**src/rtl/rwc_pkg.sv**
```systemverilog
// Shared types and constants for the rwc_sched challenge scheduler.
package rwc_pkg;

  localparam int unsigned RWC_ADDR_W = 10;
  localparam int unsigned RWC_DATA_W = 32;

  localparam logic [RWC_DATA_W-1:0] RWC_LFSR_TAPS = 32'h8020_0003;
  localparam logic [RWC_DATA_W-1:0] RWC_SEED_ZERO = 32'h0000_0001;

  typedef enum logic [2:0] {
    S_IDLE,
    S_ISSUE,
    S_WAIT_LO,
    S_WAIT_HI,
    S_ACCUM,
    S_EMIT
  } rwc_state_t;

  // One right-shifting Galois step of the challenge LFSR.
  function automatic logic [RWC_DATA_W-1:0] lfsr_step(input logic [RWC_DATA_W-1:0] s,
                                                      input logic [RWC_DATA_W-1:0] taps);
    lfsr_step = s[0] ? ((s >> 1) ^ taps) : (s >> 1);
  endfunction

endpackage

```
**src/rtl/rwc_vote.sv**
```systemverilog
// Per-bit-lane flip counters with a majority output that includes the current sample.
module rwc_vote
  import rwc_pkg::*;
#(
  parameter int unsigned REPEAT = 5
) (
  input  logic                  clk,
  input  logic                  rst,
  input  logic                  clr,
  input  logic                  acc,
  input  logic [RWC_DATA_W-1:0] flip,
  output logic [RWC_DATA_W-1:0] maj_c
);

  localparam int unsigned CNT_W = $clog2(REPEAT + 1);
  localparam int unsigned SUM_W = CNT_W + 1;

  logic [CNT_W-1:0] cnt_q [RWC_DATA_W];

  always_ff @(posedge clk) begin
    for (int i = 0; i < int'(RWC_DATA_W); i++) begin
      if (rst || clr) begin
        cnt_q[i] <= '0;
      end else if (acc) begin
        cnt_q[i] <= cnt_q[i] + CNT_W'(flip[i]);
      end
    end
  end

  always_comb begin
    maj_c = '0;
    for (int i = 0; i < int'(RWC_DATA_W); i++) begin
      maj_c[i] = (SUM_W'(cnt_q[i]) + SUM_W'(acc & flip[i])) > SUM_W'(REPEAT / 2);
    end
  end

endmodule

```
**src/rtl/rwc_sched.sv**
```systemverilog
// Batch challenge scheduler: walks a BRAM window, majority-votes REPEAT generator runs per address.
// Optional watchdog enabled by defining RWC_SCHED_WATCHDOG_EN.
module rwc_sched
  import rwc_pkg::*;
#(
  parameter int unsigned            REPEAT      = 5,
  parameter logic [RWC_DATA_W-1:0]  LFSR_TAPS   = RWC_LFSR_TAPS,
  parameter int unsigned            TIMEOUT_CYC = 64
) (
  input  logic                  clk,
  input  logic                  rst,
  input  logic                  start,
  input  logic [RWC_ADDR_W-1:0] base_addr,
  input  logic [RWC_ADDR_W-1:0] num_chal,
  input  logic [RWC_DATA_W-1:0] seed,
  output logic                  busy,
  output logic                  gen_enable,
  output logic [RWC_DATA_W-1:0] cha_data,
  output logic [RWC_ADDR_W-1:0] cha_addr,
  input  logic                  available,
  input  logic [RWC_DATA_W-1:0] rsp_write,
  output logic                  rsp_valid,
  input  logic                  rsp_ready,
  output logic [RWC_DATA_W-1:0] rsp_data,
  output logic [RWC_ADDR_W-1:0] rsp_addr,
  output logic                  err
);

  localparam int unsigned CNT_W = $clog2(REPEAT + 1);

  if ((REPEAT % 2) == 0 || REPEAT < 1 || REPEAT > 15) begin : g_bad_repeat
    $error("rwc_sched: REPEAT must be odd and in 1..15");
  end

  rwc_state_t            state_q, state_d;
  logic                  busy_d, gen_enable_d, rsp_valid_d;
  logic [RWC_DATA_W-1:0] cha_data_d, rsp_data_d, lfsr_q, lfsr_d, lfsr_adv_c;
  logic [RWC_ADDR_W-1:0] cha_addr_d, rsp_addr_d, base_q, base_d, num_q, num_d, idx_q, idx_d;
  logic [CNT_W-1:0]      rep_q, rep_d, rep_inc_c;
  logic [RWC_DATA_W-1:0] seed_c, flip_c, maj_c;
  logic                  vote_clr, vote_acc, timeout_c;

  assign seed_c     = (seed == '0) ? RWC_SEED_ZERO : seed;
  assign flip_c     = rsp_write ^ cha_data;
  assign lfsr_adv_c = lfsr_step(lfsr_q, LFSR_TAPS);
  assign rep_inc_c  = rep_q + CNT_W'(1);

  rwc_vote #(.REPEAT(REPEAT)) u_vote (
    .clk   (clk),
    .rst   (rst),
    .clr   (vote_clr),
    .acc   (vote_acc),
    .flip  (flip_c),
    .maj_c (maj_c)
  );

`ifdef RWC_SCHED_WATCHDOG_EN
  localparam int unsigned WD_W = $clog2(TIMEOUT_CYC + 1);
  logic [WD_W-1:0] wd_q;
  logic            stay_c;

  // A waiting state that does not advance this cycle keeps the watchdog running.
  assign stay_c = ((state_q == S_ISSUE)   && !available) ||
                  ((state_q == S_WAIT_LO) &&  available) ||
                  ((state_q == S_WAIT_HI) && !available);
  assign timeout_c = stay_c && (wd_q == WD_W'(TIMEOUT_CYC - 1));

  always_ff @(posedge clk) begin
    if (rst) begin
      wd_q <= '0;
      err  <= 1'b0;
    end else begin
      wd_q <= (stay_c && !timeout_c) ? wd_q + WD_W'(1) : '0;
      if (timeout_c) err <= 1'b1;
    end
  end
`else
  assign timeout_c = 1'b0;
  assign err       = 1'b0;
`endif

  always_ff @(posedge clk) begin
    if (rst) begin
      state_q    <= S_IDLE;
      busy       <= 1'b0;
      gen_enable <= 1'b0;
      cha_data   <= '0;
      cha_addr   <= '0;
      rsp_valid  <= 1'b0;
      rsp_data   <= '0;
      rsp_addr   <= '0;
      base_q     <= '0;
      num_q      <= '0;
      idx_q      <= '0;
      lfsr_q     <= '0;
      rep_q      <= '0;
    end else begin
      state_q    <= state_d;
      busy       <= busy_d;
      gen_enable <= gen_enable_d;
      cha_data   <= cha_data_d;
      cha_addr   <= cha_addr_d;
      rsp_valid  <= rsp_valid_d;
      rsp_data   <= rsp_data_d;
      rsp_addr   <= rsp_addr_d;
      base_q     <= base_d;
      num_q      <= num_d;
      idx_q      <= idx_d;
      lfsr_q     <= lfsr_d;
      rep_q      <= rep_d;
    end
  end

  always_comb begin
    state_d      = state_q;
    busy_d       = busy;
    gen_enable_d = 1'b0;
    cha_data_d   = cha_data;
    cha_addr_d   = cha_addr;
    rsp_valid_d  = rsp_valid;
    rsp_data_d   = rsp_data;
    rsp_addr_d   = rsp_addr;
    base_d       = base_q;
    num_d        = num_q;
    idx_d        = idx_q;
    lfsr_d       = lfsr_q;
    rep_d        = rep_q;
    vote_clr     = 1'b0;
    vote_acc     = 1'b0;

    case (state_q)
      S_IDLE: begin
        if (start) begin
          base_d     = base_addr;
          num_d      = num_chal;
          idx_d      = '0;
          lfsr_d     = seed_c;
          cha_addr_d = base_addr;
          cha_data_d = seed_c;
          rep_d      = '0;
          vote_clr   = 1'b1;
          busy_d     = 1'b1;
          state_d    = S_ISSUE;
        end
      end
      S_ISSUE: begin
        if (available) begin
          gen_enable_d = 1'b1;
          state_d      = S_WAIT_LO;
        end
      end
      S_WAIT_LO: if (!available) state_d = S_WAIT_HI;
      S_WAIT_HI: if (available)  state_d = S_ACCUM;
      S_ACCUM: begin
        vote_acc = 1'b1;
        rep_d    = rep_inc_c;
        if (rep_inc_c < CNT_W'(REPEAT)) begin
          state_d = S_ISSUE;
        end else begin
          rsp_data_d  = maj_c;
          rsp_addr_d  = cha_addr;
          rsp_valid_d = 1'b1;
          state_d     = S_EMIT;
        end
      end
      S_EMIT: begin
        if (rsp_ready) begin
          rsp_valid_d = 1'b0;
          vote_clr    = 1'b1;
          rep_d       = '0;
          lfsr_d      = lfsr_adv_c;
          if (idx_q == num_q) begin
            busy_d  = 1'b0;
            state_d = S_IDLE;
          end else begin
            idx_d      = idx_q + RWC_ADDR_W'(1);
            cha_addr_d = RWC_ADDR_W'(base_q + idx_q + RWC_ADDR_W'(1));
            cha_data_d = lfsr_adv_c;
            state_d    = S_ISSUE;
          end
        end
      end
      default: state_d = S_IDLE;
    endcase

    // Generator never answered: abandon the batch without emitting.
    if (timeout_c) begin
      gen_enable_d = 1'b0;
      busy_d       = 1'b0;
      rep_d        = '0;
      vote_clr     = 1'b1;
      state_d      = S_IDLE;
    end
  end

endmodule
```
**config.mk**
```make
export PLATFORM = sky130hd
export DESIGN_NAME = rwc_sched
export DESIGN_NICKNAME = d
export VERILOG_FILES = /design/src/rtl/rwc_pkg.sv /design/src/rtl/rwc_vote.sv /design/src/rtl/rwc_sched.sv
export SDC_FILE = /design/constraint.sdc
export NUM_CORES = 1
export LEC_CHECK = 0
export CORE_MARGIN = 1.5
export CORE_UTILIZATION = 60
export DETAILED_ROUTE_END_ITERATION = 16
export GPL_TIMING_DRIVEN = 0
export PLACE_DENSITY_LB_ADDON = 0.08
export SLEW_MARGIN = 20
export SYNTH_ARGS = -nofsm -noshare
export SYNTH_HDL_FRONTEND = slang
export SYNTH_HIERARCHICAL = 1
export SYNTH_SLANG_ARGS = --single-unit
```
**constraint.sdc**
```tcl
create_clock -name clk -period 8.3 [get_ports clk]
set_input_delay 1.245 -clock clk [delete_from_list [all_inputs] [get_ports clk]]
set_output_delay 1.245 -clock clk [all_outputs]
set_load 0.01 [all_outputs]
```
* Word level (Yosys, flattened, before mapping)
Memories as Yosys holds them, arrays and structs flattened. Index checks and enable logic that the tools add are counted.
Operators by class: magnitude comparators 33, bitwise gates (word level) 68, reductions and logical operators 15, add/subtract/negate cells 68, multiplexer cells 76, eq/ne operators 14
Operator list (count):
- $mux 32 | 6
- $add 3x4->4 | 32
- $gt 4x2->1 const B | 32
- $pmux 32 s2 | 2
- $mux 3 | 40
- $add 3x1->3 | 32
- $mux 10 | 6
- $pmux 10 s2 | 2
- $and 1x1->1 | 32
- $logic_not 32->1 | 1
- $or 1x1->1 | 32
- $xor 32x32->32 | 1
- $add 10x1->10 const B | 2
- $pmux 3 s6 | 1
- $ne 2x2->1 const B | 8
- $mux 1 | 15
- $add 10x10->10 | 1
- $eq 10x10->1 | 1
- $pmux 3 s3 | 1
- $reduce_and 3->1 | 3
- $reduce_and 4->1 | 2
- $eq 3x2->1 const B | 2
- $eq 3x3->1 const B | 2
- $pmux 1 s2 | 3
- other kinds (12) | 15
Storage, ports and cells: bits in registers 155, word-level logic and storage cells 288, bits of input ports 89, RAM bits 96, memories 1, output and inout port bits 88
Memory list:
- u_vote.cnt_q | words 32, bits a word 3, read ports 32, clocked after Yosys merged registers in 0, wr ports 32, line rwc_vote.sv:18 | logic [CNT_W-1:0] cnt_q [RWC_DATA_W];

* Logic depth before layout (Yosys ltp)
Gate-level depths: netlist of run 1.
depth in word-level cells 6, depth in mapped cells 13, mapped depth without buffers 10

* Cells and area by module
Netlist of run 1, hierarchy kept.
Modules (own cells, without submodules):
- rwc_sched | cells each 807, seq. area each 3103.0 µm², area an instance 6931.6 µm², instances 1
- rwc_vote | cells each 567, seq. area each 2882.8 µm², area an instance 6334.8 µm², instances 1

* Worst setup path before layout of run 1
OpenSTA, ideal clock, no wires.
path kind input to register, start point in start, end point mem u_vote/cnt_q[0][0] in the netlist's numbering, enable pin, library setup time 0.460 ns, stages on the path 6, slack 3.388 ns, required time 7.840 ns, buffers on the path 2, arrival time 4.452 ns, path through nor4b_4 a21oi_1 buf_4 inv_2 clkbuf_1 or3_1
RTL lines:
- from (decl) | line rwc_sched.sv:12 | input logic start,
- to (decl) | line rwc_vote.sv:18

==> impl_metrics.ini, run 1 <==
[status]
status = complete, no violations

[setup_path]
worst-path-max-fanout = 33
start_kind = primary input
crit_path_end_kind = flop
cp.required_ns = 8.52
cp.arrival_ns = 4.20
crit_type = in2reg

[pwr]
p_switching_mw = 1.17
swShare = 0.311
p_int_mw = 2.60
clkPwrFrac = 0.317
powerDensity_nw_per_um2 = 231
seqPwrFrac = 0.438
combPwrFrac = 0.245
cellLeakagePower_nw = 6.99
vdd_drop_max_v = 0.000154

[global_routing]
track_usage = 0.294
grt_pass1_vias = 10200
grt_busiest_layer = met2
grt_max_degree = 36
grt_pass1_wl_um = 52100
grtUsageMet1 = 0.401
overflow = 0
use_met2 = 0.482
antenna_found_initial = 0
grtUsageMet3 = 0.0449

[clock_tree]
clk_latency_ns = 0.53
clock_sinks = 251
tritoncts = built
cts_buffer_depth = 3
clk_pin_slew_ns = 0.06
numCtsBuffers = 27
cts_setup_buffers = 0
ctsHtreeMaxLevel = 1
cts-resized-gates = 0
cts_root_buffer = clkbuf_16
hold_buffers = 0

[detailed_routing]
routedWlPerCell_um = 18.2
ant_nets = 0
drt_iter0_drc = 648
dr_total_vias = 10800
drcViolationCount = 0
first_pass_iters = 5
viasPerCell = 5.75
wirelength_um = 34300

[synthesis]
synthCells = 1374
synth.top_cell.area_share = 0.234
yosys-top-cells-area = dfxtp_1 (23%), edfxtp_1 (22%), ha_1 (13%)
ys.flop_type = dfxtp_1
synth-edff-count = 96
async_reset_ff_frac = 0
seq_area_frac_synth = 0.451
synth_fp_nets = 1603
synth_area_leader_cell = dfxtp_1
synth-seq-cells = 251
synth_cell_type_count = 58
syn_area_per_cell_sq_um = 9.66
ys_warn_count = 6
synthesis.area_sq_um = 13300

[sta]
min_period_ns = 3.98
hold_viol_final = 0
finalSetupViolCount = 0
worst_slack_ns = 4.32
fmax_ghz = 0.252
tightest_slew_ns = 0.937
setup_tns_ns = 0
post-route-period-util = 0.479
fin_skew_ns = 0.00831
maxSlewViolCount = 0
rsz0062_at_grt = false
maxSlewHeadroom = 0.375

[placed_design]
portBuffers = 175
gp_congestion = 0.917
placed_cell_area_sq_um = 15400
pre_cts_slack_ns = 3.89
place_hpwl_um = 25200

[floorplan]
row_count = 54
die_h_um = 152
ios = 177
start_util = 0.610
fp.dieW_um = 152
core_area_sq_um = 21800
fp.dieArea_sq_um = 23000

[cells_and_area]
antennaDiodeCount = 0
synthToLayoutAreaGrowth_pct = 22.8
layout-drive-gt1-share = 0.0644
design_area_sq_um = 16300
final_net_count = 1809

[flow_run]
cap_viol_max_count = 0

[worst_hold_path]
holdCritPathClass = reg2reg
==> logic make-up (layout without fill, tap and decap cells) <==
group / Yosys count / after routing / synth area share
AO/OA/AOI/OAI: 244 / 244 / 0.114
XOR/XNOR: 93 / 93 / 0.0614
adder cells (fa/ha/maj): 140 / 140 / 0.133
buffers and inverters: 82 / 307 / 0.0323
flip-flops: 251 / 251 / 0.451
multiplexers: 35 / 35 / 0.0264
other: 1 / 1 / 0.000283
AND/OR/NAND/NOR: 528 / 528 / 0.182
==> metrics by stage <==
stage	hold slack, ns	total power, mW	utilization	cells
finish	0.452	3.77	0.749	1879
global route	0.473	3.95	0.749	1879
CTS	0.454	3.78	0.749	1879
detailed placement	0.446	2.58	0.708	1831
global placement	0.442	2.55	0.706	1829
floorplan	0.431	2.20	-	1374
==> worst max-delay path, stage by stage <==
cell and delay, ns:
clkdlybuf4s50_1 0.54, nor4b_4 0.48, a21oi_1 0.15, buf_4 0.23
inv_2 0.14, clkbuf_1 0.54, or3_4 0.55, buf_12 0.28
==> sequential cells by signal, indices dropped and copies added (netlist names) <==
register	cells
num_q	10
idx_q	10
rsp_addr	10
busy	1
rsp_valid	1
rsp_data	32
rep_q	3
base_q	10
cha_addr	10
cha_data	32
u_vote/cnt_q	96
lfsr_q	32
state_q	3
gen_enable	1
==> cell usage in the layout (no fill, tap or decap), drive strengths merged, types with 5 or more instances in the layout <==
cell type / n
a211oi: 62
a21oi: 112
a311oi: 6
and2: 33
and3: 66
buf: 40
clkbuf: 78
clkdlybuf4s50: 175
clkinv: 6
dfxtp: 155
edfxtp: 96
ha: 139
inv: 7
mux2i: 35
nand2: 224
nand4: 5
nor2: 155
nor3: 7
nor4: 13
o21ai: 43
or3: 6
xnor2: 58
xor2: 35
==> cell usage after synthesis (2+ instances only) <==
library cell    n
a211oi_2       10
nand2_1       223
buf_6          10
nand3b_1        3
buf_4           5
xnor2_1        58
a21oi_1       112
a211oi_1       52
nor4_1         11
nand3_1         4
nor3_1          7
nand4_1         5
mux2i_1        35
nor4_4          2
o21bai_1        2
a311oi_1        6
inv_1           5
ha_1          139
a21o_1          3
buf_2          21
edfxtp_1       96
or3_1           6
o21ai_0        43
clkbuf_1       38
and3_1         66
dfxtp_1       155
nor2_2          2
buf_1           2
xor2_1         35
nor2_1        153
nand2b_1        3
a31oi_1         4
and2_1         33
==> layout make-up <==
class                      instances  area (sq um)
tap                              280           350
buffer                            76           405
sequential                       251          5990
clock buffer                      40           816
timing repair buffer             177          1790
inverter                           6          22.5
clock inverter                     8          65.1
fill                            1574          5460
multi-input combinational       1041          6860
==> layer usage <==
layer	share of wire	up-vias
met4	0.028	0
met2	0.46	385
met1	0.44	5095
met5	0	-
met3	0.074	61
li1	-	5259
==> power groups by stage <==
stage / registers [mW] / logic (mW) / clock network [mW]
3_3_place_gp: 1.67 / 0.881 / 0
5_1_grt: 1.66 / 1.03 / 1.25
3_5_place_dp: 1.67 / 0.915 / 0
6_report: 1.65 / 0.924 / 1.19
4_1_cts: 1.64 / 0.924 / 1.21
2_1_floorplan: 1.64 / 0.563 / 0
==> worst paths after layout <==
| check | start | endpoint | slack, ns | cells past startpoint |
|---|---|---|---|---|
| worst max register to register | state_q[2] | u_vote/cnt_q[6][7] | 5.14 | 8 |
| worst max-delay path | start | u_vote/cnt_q[6][7] | 4.32 | 8 |
| worst min register to register | rsp_data[5] | rsp_data[5] | 0.45 | 2 |
| worst min-delay path | rsp_data[5] | rsp_data[5] | 0.45 | 2 |
(Power assumes the default switching activity.)
==> inputs of run 2 (changes only) <==
CORE_UTILIZATION = 56   (was 60)
clock period = 3.7 ns   (was 8.3 ns; I/O delays follow)
==> impl_metrics.ini, run 2 (synthesis results as in run 1) <==
[clock_tree]
ctsHtreeMaxLevel = 1
clk_latency_ns = 0.55
hold_buffers = 0
cts-resized-gates = 0
clk_pin_slew_ns = 0.06
cts_root_buffer = clkbuf_16
cts_setup_buffers = 0
tritoncts = built
clock_sinks = 251
numCtsBuffers = 28
cts_buffer_depth = 3

[placed_design]
placed_cells_incl_taps = 1869
gp_congestion = 0.895
place_hpwl_um = 25500
portBuffers = 175

[floorplan]
fp.dieArea_sq_um = 24600
row_count = 56
fp.dieW_um = 157
die_h_um = 157
ios = 177
start_util = 0.569
core_area_sq_um = 23300

[sta]
setup_tns_ns = 0
maxSlewViolCount = 0
post-route-period-util = 0.926
maxSlewHeadroom = 0.394
rsz0062_at_grt = false
fin_skew_ns = 0.0261
finalSetupViolCount = 0
fmax_ghz = 0.292
min_period_ns = 3.43
tightest_slew_ns = 0.909
hold_viol_final = 0

[setup_path]
crit_type = in2reg
crit_path_end_kind = flop
worst-path-max-fanout = 54
cp.arrival_ns = 3.64
cp.required_ns = 3.91
start_kind = primary input

[status]
status = complete, no violations

[detailed_routing]
viasPerCell = 5.64
ant_nets = 0
drt_iter0_drc = 793
drcViolationCount = 0
first_pass_iters = 5
dr_total_vias = 10800
wirelength_um = 34800
routedWlPerCell_um = 18.1

[cells_and_area]
post-route-util = 0.703
largest_reg_flops = 96
regMostFlops = u_vote/cnt_q
antennaDiodeCount = 0
layout_commonest_cell = nand2_1
fillerInstances = 1867
final_cells = 1922
layout-drive-gt1-share = 0.0655
final_net_count = 1810
synthToLayoutAreaGrowth_pct = 23.7
final_cell_mix = nand2_1 (223), clkdlybuf4s50_1 (175), dfxtp_1 (155)

[flow_run]
cap_viol_max_count = 0

[global_routing]
grt_pass1_vias = 10000
track_usage = 0.281
grt_max_degree = 55
antenna_found_initial = 0
grt_pass1_wl_um = 53500
grtUsageMet1 = 0.398
grt_busiest_layer = met2
overflow = 0
grtUsageMet3 = 0.0361
use_met2 = 0.454

[pwr]
powerDensity_nw_per_um2 = 524
vdd_drop_max_v = 0.000443
cellLeakagePower_nw = 7.02

[worst_hold_path]
holdCritPathClass = reg2reg
-- run 2: stage by stage --
| step | setup slack (ns) | hold slack [ns] | instance area (sq um) | total power, mW |
|---|---|---|---|---|
| 2_1_floorplan | 0.436 | 0.431 | 13300 | 4.93 |
| 3_3_place_gp | -1.20 | 0.441 | 15400 | 5.72 |
| 3_5_place_dp | -0.361 | 0.446 | 15500 | 5.79 |
| 4_1_cts | 0.195 | 0.455 | 16400 | 8.63 |
| 5_1_grt | 0.155 | 0.468 | 16400 | 9.05 |
| 6_report | 0.273 | 0.452 | 16400 | 8.60 |
-- run 2: worst paths after layout --
check	cells after the start	start	slack (ns)	to
worst max-delay path	8	start	0.27	u_vote/cnt_q[6][6]
worst min-delay path	2	rsp_data[5]	0.45	rsp_data[5]
worst max register to register	8	state_q[2]	0.45	u_vote/cnt_q[6][6]
worst min register to register	2	rsp_data[5]	0.45	rsp_data[5]
-- run 2: area by class of cell --
| type | instances | area, sq um | area share |
|---|---|---|---|
| Buffer | 76 | 405 | 0.0247 |
| Clock buffer | 45 | 888 | 0.0541 |
| Clock inverter | 7 | 60.1 | 0.00366 |
| Inverter | 6 | 22.5 | 0.00137 |
| Multi-Input combinational cell | 1042 | 6870 | 0.419 |
| Sequential cell | 251 | 5990 | 0.365 |
| Tap cell | 319 | 399 | 0.0243 |
| Timing Repair Buffer | 176 | 1780 | 0.108 |
-- run 2: layer usage --
layer  share of wire  up-vias
met5               0        -
met4           0.020        0
met3           0.061       39
met2            0.45      320
met1            0.46     5205
li1                -     5275
-- run 2: where the power goes --
group / leakage [nW] / switching [mW] / internal (mW) / total (mW)
Combinational: 4.24 / 1.16 / 0.924 / 2.09
Sequential: 2.31 / 0.372 / 3.31 / 3.69
Clock: 0.472 / 1.12 / 1.71 / 2.83
Total: 7.02 / 2.66 / 5.94 / 8.60
-- run 2: critical path: stages --
cell	delay, ns
clkdlybuf4s50_1	0.57
nor4b_4	0.52
a21oi_1	0.16
buf_4	0.24
inv_2	0.13
clkbuf_1	0.58
or3_4	0.50
buf_16	0.32
==> RTL change 1: new RTL, settings of run 2 <==
Set the package constant `RWC_ADDR_W` to 12 (it was 10).
--- a/src/rtl/rwc_pkg.sv
+++ b/src/rtl/rwc_pkg.sv
@@ -1,7 +1,7 @@
 // Shared types and constants for the rwc_sched challenge scheduler.
 package rwc_pkg;
 
-  localparam int unsigned RWC_ADDR_W = 10;
+  localparam int unsigned RWC_ADDR_W = 12;
   localparam int unsigned RWC_DATA_W = 32;
 
   localparam logic [RWC_DATA_W-1:0] RWC_LFSR_TAPS = 32'h8020_0003;
Interface: changed (resized base_addr, cha_addr, num_chal and rsp_addr); port bits go from 177 to 185. The function was not compared with the original's and may differ.
==> RTL change 1 against run 2 <==
Setup slack better by 0.076 ns; register-to-register slack better by 0.05 ns; count of clock-buffer cells in the layout decreased by 10; global-route usage is 1.1 points higher; final cell count increased by 4.5%; area after synthesis up 3.5%; sequential cell count rose by 10; wire length rose by 8.2%; total power is 15% lower; via count up 6.6%; cell area increased by 3.0%; critical path type unchanged; largest power group unchanged.
==> RTL change 1: results (changes against run 2) <==
[sta]
hold_slack_ns=0.452  ; -0.000491 ns
fmax_mhz=298  ; +2.3%

[yosys]
synthCells=1450  ; +5.5%

[finish]
seq_cell_count=261  ; +4.0%
fin_nets=1899  ; +4.9%
multi_input_area_share_pct=42.1  ; +0.25 points
buf_share_pct=13.5  ; +0.19 points
clockNetworkAreaShare_pct=5.24  ; -0.54 points

[power]
swShare_pct=27.8  ; -3.1 points
p_leak_nw=7.15  ; +1.9%

[run_status]
status=finished clean

[drt]
routed_wl_mm=37.6  ; +8.2%
dr_wl_met3_mm=2.78  ; +31%
drt-wirelength-per-cell_um=18.7  ; +3.5%

[grt]
grt_usage_pct=29.1  ; +1.1 points
grtUsageMet3_pct=3.99  ; +0.38 points
grt_pass1_wl_mm=58.6  ; +9.5%
first_global_vias=11110  ; +11%

[setup_path]
arrival_ns=3.58  ; -0.06 ns
slowest_stage=or3_4
max_stage_delay_ns=0.56  ; -0.02 ns
crit_fanout=34  ; -37%

[place]
placed_cells=1959  ; +4.8%
placed_cell_area_um2=16000  ; +3.6%
gp_congestion=0.904  ; +1.1%

==> RTL change 1: worst min-delay path by stage <==
stage | start | end
6_report | rsp_data[7]$_SDFFE_PP0P_ | rsp_data[7]$_SDFFE_PP0P_
5_1_grt | rsp_data[1]$_SDFFE_PP0P_ | rsp_data[1]$_SDFFE_PP0P_
4_1_cts | rsp_data[23]$_SDFFE_PP0P_ | rsp_data[23]$_SDFFE_PP0P_
3_5_place_dp | rsp_data[7]$_SDFFE_PP0P_ | rsp_data[7]$_SDFFE_PP0P_
3_3_place_gp | rsp_addr[3]$_SDFFE_PP0P_ | rsp_addr[3]$_SDFFE_PP0P_
2_1_floorplan | lfsr_q[21]$_SDFFE_PP0P_ | lfsr_q[21]$_SDFFE_PP0P_
==> RTL change 1: logic make-up after synthesis <==
logic type | synth area share, %
buffers and inverters | 3.15
AO/OA/AOI/OAI | 12.5
multiplexers | 2.19
other | 0.0273
AND/OR/NAND/NOR | 18.4
flip-flops | 45.1
adder cells (fa/ha/maj) | 13.0
XOR/XNOR | 5.62
==> RTL change 2: new RTL, settings of run 2 <==
Made on the original files. Re-encode `rwc_state_t` (6 states) as Gray code, 3 bits wide.
--- a/src/rtl/rwc_pkg.sv
+++ b/src/rtl/rwc_pkg.sv
@@ -8,12 +8,12 @@
   localparam logic [RWC_DATA_W-1:0] RWC_SEED_ZERO = 32'h0000_0001;
 
   typedef enum logic [2:0] {
-    S_IDLE,
-    S_ISSUE,
-    S_WAIT_LO,
-    S_WAIT_HI,
-    S_ACCUM,
-    S_EMIT
+    S_IDLE    = 3'b000,
+    S_ISSUE   = 3'b001,
+    S_WAIT_LO = 3'b011,
+    S_WAIT_HI = 3'b010,
+    S_ACCUM   = 3'b110,
+    S_EMIT    = 3'b111
   } rwc_state_t;
 
   // One right-shifting Galois step of the challenge LFSR.
Function: same outputs for any inputs over 4 cycles, from zero or initial values and one cycle with rst high; so few cycles prove little.
==> RTL change 2 against run 2 <==
Sequential share of layout area is 0.20 points higher; total power is 16% lower; non-clock buffer count up 2; first-iteration DRC count down 6.6%; wire length down 0.58%; sequential power shrank 12%; setup slack better by 0.44 ns; combinational power decreased by 48%; sequential cell count stayed put; hold slack gained 0.00078 ns; cell area decreased by 0.54%; area after synthesis fell by 0.75%.
==> RTL change 2: results (changes against run 2) <==
[run_status]
status=finished clean

[drt]
vias_per_cell=5.62  ; -0.40%
routed_wl_mm=34.5  ; -0.58%
drt_iter0_markers=741  ; -6.6%
met2_length_mm=15.9  ; +0.71%
dr_wl_met3_mm=2.26  ; +6.2%
wl_met1_mm=15.2  ; -5.7%

[sta]
hold_slack_ns=0.453  ; +0.000783 ns
worst_slew_margin_rel_pct=44.6  ; +5.2 points
fin_ws_ns=0.709  ; +0.436 ns
finClkSkew_ns=0.0105  ; -0.0156 ns

[yosys]
synthesis.nets=1607  ; +0.25%
synth-seq-area-share_pct=45.5  ; +0.34 points
synthTopCellsByArea=dfxtp_1 (24%), edfxtp_1 (22%), ha_1 (13%), nand2_1 (6.4%), a21oi_1 (4.4%)
syn_area_per_cell_um2=9.56  ; -1.0%
synth_common_cells=nand2_1 (225), dfxtp_1 (155), nor2_1 (151)

[place]
placed_cell_area_um2=15400  ; -0.62%
dp_slack_ns=0.439  ; +0.799 ns
hpwl_mm=25.4  ; -0.33%

[setup_path]
startpoint=state_q[1]$_SDFFE_PP0P_
crit_family=buffers and inverters
slowest_stage=o21ai_0
cp-endpoint=rsp_data[31]$_SDFFE_PP0P_
crit_fanout=13  ; -76%
reg2reg_to=rsp_data[31]$_SDFFE_PP0P_
max_stage_delay_ns=0.47  ; -0.11 ns
r2r_slack_ns=0.71  ; +0.26 ns

[power]
p_leak_nw=6.96  ; -0.86%
finalPower_mw=7.20  ; -16%
vdd.ir_drop.worst_v=0.000274  ; -38%

[finish]
postLayoutCoreUtil_pct=71.4  ; +1.1 points
final_cell_count_no_fill=1920  ; -0.10%
fillers=1812  ; -2.9%
drive_above_1_share_pct=5.54  ; -1.0 points

[clocking]
root_buffer=clkbuf_16

[grt]
grt_max_degree=38  ; -31%

==> RTL change 2: worst min path at each step <==
stage / startpoint / to / depth (start not counted)
2_1_floorplan: lfsr_q[21]$_SDFFE_PP0P_ / lfsr_q[21]$_SDFFE_PP0P_ / 2
3_3_place_gp: rsp_data[5]$_SDFFE_PP0P_ / rsp_data[5]$_SDFFE_PP0P_ / 2
3_5_place_dp: rsp_data[11]$_SDFFE_PP0P_ / rsp_data[11]$_SDFFE_PP0P_ / 2
4_1_cts: rsp_addr[0]$_SDFFE_PP0P_ / rsp_addr[0]$_SDFFE_PP0P_ / 2
5_1_grt: rsp_data[11]$_SDFFE_PP0P_ / rsp_data[11]$_SDFFE_PP0P_ / 2
6_report: rsp_data[4]$_SDFFE_PP0P_ / rsp_data[4]$_SDFFE_PP0P_ / 2
==> RTL change 2: report_power, final <==
group	leakage, nW	internal, mW	switching (mW)
Clock	0.476	1.76	1.11
Sequential	2.30	3.09	0.174
Combinational	4.18	0.485	0.591
Total	6.96	5.33	1.87
==> RTL change 2: final cells by class <==
class / instances / share of cell area [%]
buffer: 77 / 2.46
clock buffer: 45 / 5.38
clock inverter: 7 / 0.521
inverter: 11 / 0.253
multi-input combinational: 1039 / 41.3
sequential: 251 / 36.7
tap: 313 / 2.40
timing repair buffer: 177 / 11.0
==> RTL change 2: kinds of logic after synthesis <==
logic type | Yosys count | share of synthesized area, %
compound gates | 250 | 11.4
xor+xnor | 91 | 6.05
fa+ha+maj | 140 | 13.4
buf+inv | 88 | 3.36
flops | 251 | 45.5
mux | 29 | 2.20
other cells | 1 | 0.0285
simple gates | 528 | 18.1
==> RTL change 2: per-layer routing <==
metal	track usage, %	vias to the layer above
met2	46.3	370
met4	10.9	0
met5	0	-
li1	-	5272
met3	3.66	69
met1	37.9	5073
